**src/rtl/param_updown_counter_pkg.sv**
```systemverilog
// Shared constants for the modulo-N up/down counter: direction encoding and
// the per-edge step classification used by the next-state logic.
package param_updown_counter_pkg;

  localparam logic DIR_UP   = 1'b1;
  localparam logic DIR_DOWN = 1'b0;

  typedef enum logic [1:0] {
    STEP_HOLD = 2'd0,
    STEP_LOAD = 2'd1,
    STEP_UP   = 2'd2,
    STEP_DOWN = 2'd3
  } step_e;

endpackage

```
**src/rtl/param_updown_counter_if.sv**
```systemverilog
// Control/status bundle of the up/down counter. The controller owns the
// master side; the counter itself is the slave.
interface param_updown_counter_if #(
  parameter int WIDTH = 4
);
  logic             EN;
  logic             UP;
  logic             LOAD;
  logic [WIDTH-1:0] D;
  logic [WIDTH-1:0] Q;
  logic             TC;
  logic             OVF;

  modport master (output EN, output UP, output LOAD, output D,
                  input  Q,  input  TC, input  OVF);
  modport slave  (input  EN, input  UP, input  LOAD, input  D,
                  output Q,  output TC, output OVF);
endinterface

```
**src/rtl/param_updown_counter.sv**
```systemverilog
// Parametrised modulo-N up/down counter with load, wrap/saturate boundary
// behaviour, combinational terminal count and a registered overflow pulse.
module param_updown_counter
  import param_updown_counter_pkg::*;
#(
  parameter int WIDTH    = 4,
  parameter int MODULUS  = 16,
  parameter int SATURATE = 0
) (
  input  logic                  CLOCK,
  input  logic                  CLEAR,
  param_updown_counter_if.slave bus
);

  localparam longint unsigned SPAN = 64'd1 << WIDTH;
  localparam logic [WIDTH-1:0] MAX  = WIDTH'(MODULUS - 1);
  localparam logic [WIDTH-1:0] ZERO = {WIDTH{1'b0}};
  localparam logic [WIDTH-1:0] ONE  = WIDTH'(1);
  localparam bit               SAT  = (SATURATE != 0);

  generate
    if (WIDTH < 1 || WIDTH > 63 || MODULUS < 2 || longint'(MODULUS) > SPAN) begin : g_bad_params
      $error("param_updown_counter: need 2 <= MODULUS <= 2**WIDTH");
    end
  endgenerate

  logic [WIDTH-1:0] r_q;
  logic             r_ovf;
  logic [WIDTH-1:0] w_q_next;
  logic             w_ovf_next;
  logic             w_at_max;
  logic             w_at_zero;
  step_e            w_step;

  assign w_at_max  = (r_q == MAX);
  assign w_at_zero = (r_q == ZERO);

  // Classify this edge: load wins over counting, counting over holding.
  always_comb begin
    w_step = STEP_HOLD;
    if (bus.LOAD) begin
      w_step = STEP_LOAD;
    end else if (bus.EN) begin
      w_step = (bus.UP == DIR_UP) ? STEP_UP : STEP_DOWN;
    end else begin
      w_step = STEP_HOLD;
    end
  end

  // Next count and overflow; boundaries compare against MAX so any modulus behaves the same.
  always_comb begin
    w_q_next   = r_q;
    w_ovf_next = 1'b0;
    case (w_step)
      STEP_LOAD: begin
        w_q_next = (bus.D > MAX) ? MAX : bus.D;
      end
      STEP_UP: begin
        if (w_at_max) begin
          w_q_next   = SAT ? MAX : ZERO;
          w_ovf_next = 1'b1;
        end else begin
          w_q_next = r_q + ONE;
        end
      end
      STEP_DOWN: begin
        if (w_at_zero) begin
          w_q_next   = SAT ? ZERO : MAX;
          w_ovf_next = 1'b1;
        end else begin
          w_q_next = r_q - ONE;
        end
      end
      STEP_HOLD: begin
        w_q_next = r_q;
      end
      default: begin
        w_q_next = r_q;
      end
    endcase
  end

  // Count and overflow registers, cleared asynchronously by CLEAR.
  always_ff @(posedge CLOCK or negedge CLEAR) begin
    if (!CLEAR) begin
      r_q   <= ZERO;
      r_ovf <= 1'b0;
    end else begin
      r_q   <= w_q_next;
      r_ovf <= w_ovf_next;
    end
  end

  // TC anticipates the edge that will raise OVF, so it can enable the next stage.
  assign bus.TC  = ((w_step == STEP_UP) && w_at_max) || ((w_step == STEP_DOWN) && w_at_zero);
  assign bus.Q   = r_q;
  assign bus.OVF = r_ovf;

endmodule

```
**src/flat_wrapper.sv**
```systemverilog
// flat-port wrapper written by rule: the top's interface ports become plain ports
module param_updown_counter_flat import param_updown_counter_pkg::*;
#(
  parameter int WIDTH    = 4,
  parameter int MODULUS  = 16,
  parameter int SATURATE = 0
)
  (CLOCK, CLEAR, bus_EN, bus_UP, bus_LOAD, bus_D, bus_Q, bus_TC, bus_OVF);
  param_updown_counter_if #(.WIDTH(WIDTH)) bus_i ();
  input  logic CLOCK;
  input  logic CLEAR;
  input wire logic [$bits(bus_i.EN)-1:0] bus_EN;
  input wire logic [$bits(bus_i.UP)-1:0] bus_UP;
  input wire logic [$bits(bus_i.LOAD)-1:0] bus_LOAD;
  input wire logic [$bits(bus_i.D)-1:0] bus_D;
  output wire logic [$bits(bus_i.Q)-1:0] bus_Q;
  output wire logic [$bits(bus_i.TC)-1:0] bus_TC;
  output wire logic [$bits(bus_i.OVF)-1:0] bus_OVF;
  assign bus_i.EN = bus_EN;
  assign bus_i.UP = bus_UP;
  assign bus_i.LOAD = bus_LOAD;
  assign bus_i.D = bus_D;
  assign bus_Q = bus_i.Q;
  assign bus_TC = bus_i.TC;
  assign bus_OVF = bus_i.OVF;
  param_updown_counter #(.WIDTH(WIDTH), .MODULUS(MODULUS), .SATURATE(SATURATE)) u_core (.CLOCK(CLOCK), .CLEAR(CLEAR), .bus(bus_i));
endmodule
```
**config.mk**
```make
export PLATFORM = sky130hd
export DESIGN_NAME = param_updown_counter_flat
export DESIGN_NICKNAME = d
export VERILOG_FILES = /design/src/rtl/param_updown_counter_pkg.sv /design/src/rtl/param_updown_counter_if.sv /design/src/rtl/param_updown_counter.sv /design/src/flat_wrapper.sv
export SDC_FILE = /design/constraint.sdc
export NUM_CORES = 1
export LEC_CHECK = 0
export ABC_AREA = 1
export CAP_MARGIN = 15
export CORE_AREA = 3 3 40 42
export DETAILED_ROUTE_END_ITERATION = 16
export DIE_AREA = 0 0 43 45
export HOLD_SLACK_MARGIN = 0.06
export PLACE_DENSITY_LB_ADDON = 0.15
export SLEW_MARGIN = 20
export SYNTH_ARGS = -nofsm -noshare
export SYNTH_HDL_FRONTEND = slang
export SYNTH_SLANG_ARGS = --single-unit
```
**constraint.sdc**
```tcl
create_clock -name CLOCK -period 1.99 [get_ports CLOCK]
set_clock_uncertainty 0.2 [all_clocks]
set_input_delay 0.398 -clock CLOCK [delete_from_list [all_inputs] [get_ports CLOCK]]
set_output_delay 0.398 -clock CLOCK [all_outputs]
set_load 0.03 [all_outputs]
```
; Word level (Yosys, flattened, before mapping)
; Index checks and enable logic that the tools add are counted.
[word_totals]
in_bits = 9
latch_bits = 0
romBits = 0
output_inout_bits = 6
elab_cells = 24
mem_count = 0
regBits = 5
ramBits = 0
[op_classes]
n_reduce_logical = 5
n_div = 0
n_lt_le_gt_ge = 1
shift = 0
add_sub_neg = 2
multipliers = 0
eq_ne = 4
bitwise_logic = 0
n_mux = 10
[op_table]
columns = op, n
row1 = 4-bit 2-to-1 mux, 3
row2 = 4-bit case mux with 3 select lines, 1
row3 = 4-bit by 1-bit adder with 4-bit output (second input constant), 1
row4 = 2-bit == test (second input constant), 2
row5 = 4-bit == test (second input constant), 1
row6 = 4-bit greater-than comparator (second input constant), 1
row7 = 4-bit logical NOT, 1
row8 = 2-bit 2-to-1 mux, 2
row9 = 4-bit by 1-bit subtractor with 4-bit output (second input constant), 1
row10 = 1-bit 2-to-1 mux, 3
row11 = 2-bit by 1-bit == test with 1-bit output (second input constant), 1
row12 = 1-bit logical AND, 2
row13 = 2-bit logical NOT, 1
row14 = 1-bit case mux with 2 select lines, 1
row15 = 1-bit logical OR, 1

; Longest topological paths before layout
; Gate-level depths: netlist (run 1).
[logic_depth]
depth_word = 6
ltp_mapped = 8
mapped_depth_nobuf = 8

; Worst setup path after synthesis (run 1)
; Ideal clock, no wire load.
[synth_timing]
path_type = reg2out
start = register u_core.r_q[1], in the netlist u_core.bus.Q[1]
end = output bus_TC
t_arrival_ps = 1683
n_path_buf = 0
required_ps = 1392
setup_slack_ps = -291
path_stages_with_launch = 4
cell_sequence = dfrtp_1 -> ha_1 -> nand3_1 -> o21ai_0
[synth_via]
elab_chain_cells = 3
word_cells_on_any_way = 5
classes_between = eq/ne (1) / reduce/logical (4)
[synth_rtl]
columns = item, line
row1 = "start, declared", param_updown_counter.sv:27  ; logic [WIDTH-1:0] r_q;
row2 = "start signal, assigned", param_updown_counter.sv:89  ; r_q <= w_q_next;
row3 = 4-bit == test or 4-bit logical NOT (tied branches), "param_updown_counter.sv:35, param_updown_counter.sv:36"
row4 = 1-bit logical AND, param_updown_counter.sv:95  ; assign bus.TC = ((w_step == STEP_UP) && w_at_max) || ((w_step == STEP_DOWN) && w_at_zero);
row5 = 1-bit logical OR (*), param_updown_counter.sv:95
row6 = "end, declared", flat_wrapper.sv:17  ; output wire logic [$bits(bus_i.TC)-1:0] bus_TC;
; Mark *: on every way between the ends. The rest lies on a longest branch, timed or not.

; Final worst setup path (run 1)
[layout_timing]
start = register u_core.r_q[0], in the netlist u_core.bus.Q[0]
end = output bus_Q[0]
[layout_lines]
columns = item, line
row1 = "end, declared", flat_wrapper.sv:16  ; output wire logic [$bits(bus_i.Q)-1:0] bus_Q;
; No word-level cell between the ends.

==> results of run 1 <==
==> routing by layer <==
layer	vias up	wire length [um]	part of all wire [%]	GRT usage [%]
li1	286	-	-	-
met1	250	513	41	14.1
met2	24	672	53	24.6
met3	0	75	5.9	2.79
met4	0	0	0	10.8
met5	-	0	0	0
==> stage by stage <==
stage / instance area [um^2] / std cells
3_3_place_gp: 652 / 106
5_1_grt: 777 / 117
4_1_cts: 728 / 113
6_report: 777 / 117
2_1_floorplan: 432 / 68
3_5_place_dp: 652 / 106
==> final cells by class <==
| cell class | count | area [um^2] |
|---|---|---|
| tap | 15 | 18.8 |
| inverter | 12 | 47.5 |
| clock buffer | 4 | 26.3 |
| fill | 125 | 508 |
| multi-input combinational | 50 | 293 |
| timing repair buffer | 31 | 265 |
| sequential | 5 | 126 |
==> placed cells by master (no fill, tap or decap) <==
cell and n:
nand4_1 1, o21ai_2 1, buf_6 1, clkdlybuf4s50_1 10, o21bai_1 1, o21ai_0 6
dfrtp_1 4, inv_4 1, a21oi_1 1, or2_0 1, nand2_1 11, inv_2 3
dlygate4sd2_1 3, nor2_1 14, clkbuf_1 1, clkbuf_4 3, dfrtp_2 1, nand2_2 1
buf_4 17, a31oi_1 1, nor2_4 2, ha_4 2, nand3_1 5, nor3_1 1
inv_1 7, clkinv_1 1, nand3_2 2
==> path summary, 6_finish.rpt <==
check	start	end	cells past startpoint	slack (ps)
max in group asynchronous	CLEAR	u_core.bus.Q[1]	1	1200
worst max-delay path	u_core.bus.Q[0]	bus_Q[0]	1	10
worst min-delay path	CLEAR	u_core.bus.Q[3]	1	180
min in group CLOCK	u_core.bus.Q[3]	u_core.bus.Q[3]	3	460
worst min register to register	u_core.bus.Q[3]	u_core.bus.Q[3]	3	460
worst max register to register	u_core.bus.Q[0]	u_core.bus.Q[3]	9	380
==> power by group <==
| part | switching [mW] | internal [mW] | leakage, nW |
|---|---|---|---|
| logic | 0.112 | 0.105 | 0.304 |
| registers | 0.0102 | 0.113 | 0.0590 |
| clock network | 0.0433 | 0.0759 | 0.0150 |
==> registers in the layout, summed over array words and instances (netlist names) <==
signal          flops
u_core.bus.OVF      1
u_core.bus.Q        4
==> logic make-up (layout without fill, tap and decap cells) <==
group,count (synthesis),count (layout),share of synthesized area [%]
buf+inv,13,47,13.2
compound gates,10,10,12.6
flops,5,5,29.2
fa+ha+maj,2,2,5.85
simple gates,38,38,39.2
==> repair_timing <==
action / 4_1_cts / 5_1_grt
setup endpoints to repair: 1 / 2
cloned: 0 / 0
pin swaps: 4 / 2
resized for setup: 13 / 4
buffers inserted: 3 / 4
==> flow_summary.toml, run 1 <==
[status]
status = "complete, no violations"

[critical_path]
crit_arrival_ps = 1380
cpMaxStageDelayCell = "clkdlybuf4s50_1"
cp-end-kind = "output port"
startpoint_type = "register"
crit_family = "buffers and inverters"
crit_fanout = 4
critPathKind = "reg -> out"
cp.buffers_inverters = 1
worst-endpoint-required_ps = 1390
cpPeakStageDelay_ps = 710
worstPathCellList = "clkdlybuf4s50_1"

[final_layout]
antenna_cells = 0
final_util_pct = 60.5
fin_nets = 114
drive_above_1_share_pct = 33.3
synthToLayoutAreaGrowth_pct = 81.6

[cts]
clock_tree.root_cell = "clkbuf_4"
numCtsBuffers = 3
cts.clk_slew.worst_paths_ps = 50
cts_hold_buf = 0
cts.path.max_buffers = 2
cts.sinks = 5
clk_latency_ps = 240
htreeDepth = 1
cts_tree = "built"

[power]
power_density_mw_per_mm2 = 591
finalPower_mw = 0.459
vdd_drop_max_mv = 0.267
leakage_nw = 0.378

[placed_design]
pre_cts_ws_ps = -64.9
hpwl_um = 907
gp_congestion = 0.821
portBuffers = 14

[timing]
min_period_over_period_pct = 99.4
slew_violations = 0
period_minus_slack_ps = 1980
fin_hold_ws_ps = 181
setup-tns-final_ps = 0
relSlewSlack_pct = 79.1
finalHoldViolCount = 0
fin_ws_ps = 11.8
fmax_mhz = 506
setup_viol = 0
grt_setup_unrepaired = "true"
worst_pin_slew_ps = 312

[yosys]
syn-cell-area_um2 = 428
ys_types = 18
synth_flop_cell = "dfrtp_1"
synth_seq_area_share_pct = 29.2
synth_top_area_cell = "dfrtp_1"
synth_common_cells = "15 x nor2_1, 11 x nand2_1, 10 x inv_1, 7 x nand3_1, 7 x o21ai_0"
async_reset_ff_share_pct = 100
yosys-top-cells-area = "dfrtp_1 29%, nor2_1 13%, nand2_1 9.6%, inv_1 8.8%, nand3_1 8.2%"
yosysWarnings = 0
synth_seq_cells = 5
synth_cells = 68
yosysMostFrequentCell = "nor2_1"
synth-edff-count = 0
synth_nets = 79
synth_top_area_share_pct = 29.2
syn_area_per_cell_um2 = 6.29

[flow_run]
maxCapViolations = 0

[global_route]
grt-ovfl-total = 0
grt_max_degree = 11
grt_pass1_wl_mm = 1.91
grt_pass1_vias = 485
grt_usage_pct = 13.8
grt_antenna_before_repair = 0

[die]
coreArea_mm2 = 0.00128
die_x_um = 43
dieArea_mm2 = 0.00194
rows = 13
io_pins = 15
initial_core_util_pct = 33.3
die-height_um = 45

[detailed_routing]
antenna_left = 0
wl_per_cell_um = 10.8
dr.first_iter.drc_count = 23
remaining_drc_errors = 0
wl_mm = 1.26
vias = 560
viasPerCell = 4.79
firstDrtPassIters = 4

[hold_path]
hold_path.class = "in -> async"
Power figures use the tool's default switching activity.
==> run 2: changes to the inputs <==
- SETUP_SLACK_MARGIN: default -> 0.1
==> run 2 against run 1 <==
Compared with the run above:
- routed wire length up 13%
- sequential cell count stayed put
- die area unchanged
- hold slack worse by 5.0 ps
- clock power hardly changed
- utilization grew 2.0 points
- via count increased by 2.3%
- power rose by 0.49%
- combinational power hardly changed
- count of clock-buffer cells in the layout stayed put
- critical path type unchanged
- critical endpoint is now bus_TC
- largest power group unchanged
==> flow_summary.toml, run 2 (synthesized netlist as in run 1, its figures left out) <==
[status]
status = "complete, no violations"

[placed_design]
pre_cts_ws_ps = -39.4
hpwl_um = 938
portBuffers = 14
gp_congestion = 0.770

[global_route]
grt-ovfl-total = 0
grt_pass1_vias = 550
grt_pass1_wl_mm = 2.28
grt_antenna_before_repair = 0
grt_max_degree = 11
grt_usage_pct = 16.0

[detailed_routing]
wl_mm = 1.42
vias = 573
antenna_left = 0
firstDrtPassIters = 5
dr.first_iter.drc_count = 17
wl_per_cell_um = 11.8
viasPerCell = 4.78
remaining_drc_errors = 0

[die]
initial_core_util_pct = 33.3
dieArea_mm2 = 0.00194
rows = 13
die-height_um = 45
coreArea_mm2 = 0.00128
die_x_um = 43
io_pins = 15

[critical_path]
startpoint_type = "register"
critPathKind = "reg -> out"
crit_fanout = 4
cp-end-kind = "output port"
crit_arrival_ps = 1330
worst-endpoint-required_ps = 1390

[final_layout]
largest_reg_flops = 4
drive_above_1_share_pct = 37.1
fin_nets = 117
synthToLayoutAreaGrowth_pct = 87.7
antenna_cells = 0
final_util_pct = 62.5
final_common_cell = "buf_4"
mostFrequentLayoutCells = "19 x buf_4, 14 x nor2_1, 11 x nand2_1"

[timing]
period_minus_slack_ps = 1930
setup-tns-final_ps = 0
relSlewSlack_pct = 78.4
slew_violations = 0
grt_setup_unrepaired = "true"
fmax_mhz = 518
fin_ws_ps = 59.4
worst_pin_slew_ps = 324
min_period_over_period_pct = 97.0
fin_hold_ws_ps = 176
finalHoldViolCount = 0
setup_viol = 0

[cts]
numCtsBuffers = 3
clk_latency_ps = 240
cts_tree = "built"
cts.path.max_buffers = 2
cts_hold_buf = 0
cts.sinks = 5
clock_tree.root_cell = "clkbuf_4"
cts.clk_slew.worst_paths_ps = 50
htreeDepth = 1

[power]
leakage_nw = 0.418
power_density_mw_per_mm2 = 575
vdd_drop_max_mv = 0.189

[hold_path]
hold_path.class = "in -> async"

[flow_run]
maxCapViolations = 0
-- run 2: metrics by stage --
stage / power (mW) / area (um^2) / std cells
CTS: 0.455 / 786 / 119
finish: 0.462 / 803 / 120
global route: 0.496 / 803 / 120
global placement: 0.292 / 647 / 105
floorplan: 0.219 / 434 / 68
detailed placement: 0.293 / 647 / 105
-- run 2: layout make-up --
cell class | instances | area, um^2
sequential | 5 | 128
timing repair buffer | 34 | 298
clock buffer | 4 | 26.3
tap | 15 | 18.8
inverter | 12 | 45.0
fill | 125 | 482
multi-input combinational | 50 | 288
-- run 2: final timing paths --
check / start / end / slack [ps] / cells after the start
min: CLEAR / u_core.bus.Q[2] / 180 / 1
min in group CLOCK: u_core.bus.Q[3] / u_core.bus.Q[3] / 450 / 3
max reg2reg: u_core.bus.Q[0] / u_core.bus.Q[3] / 190 / 12
max: u_core.bus.Q[1] / bus_TC / 60 / 7
max in group asynchronous: CLEAR / u_core.bus.Q[0] / 1200 / 1
min reg2reg: u_core.bus.Q[3] / u_core.bus.Q[3] / 450 / 3
-- run 2: what timing repair did --
| item | in CTS | in global routing |
|---|---|---|
| endpoints found under the hold margin | 0 | 0 |
| setup endpoints to repair | 3 | 4 |
| pin swaps | 7 | 5 |
| buffers inserted | 11 | 2 |
| resized for setup | 16 | 4 |
-- run 2: per-layer routing --
metal	vias up	track usage, %	routed length [um]
li1	288	-	-
met1	254	16.9	561
met2	29	30.2	739
met3	2	2.39	100
met4	0	9.04	19
met5	-	0	0
-- run 2: worst max-delay path, cell delays in order, from the launching register on --
cell	delay (ps)
dfrtp_2	430
inv_2	90
ha_4	130
inv_2	40
nor2_4	90
nand3_2	90
o21ai_2	70
buf_6	140
-- run 2: report_power, final --
group	leakage (nW)	internal, mW	switching, mW
clock network	0.0150	0.0758	0.0412
registers	0.0581	0.114	0.0108
logic	0.345	0.104	0.116
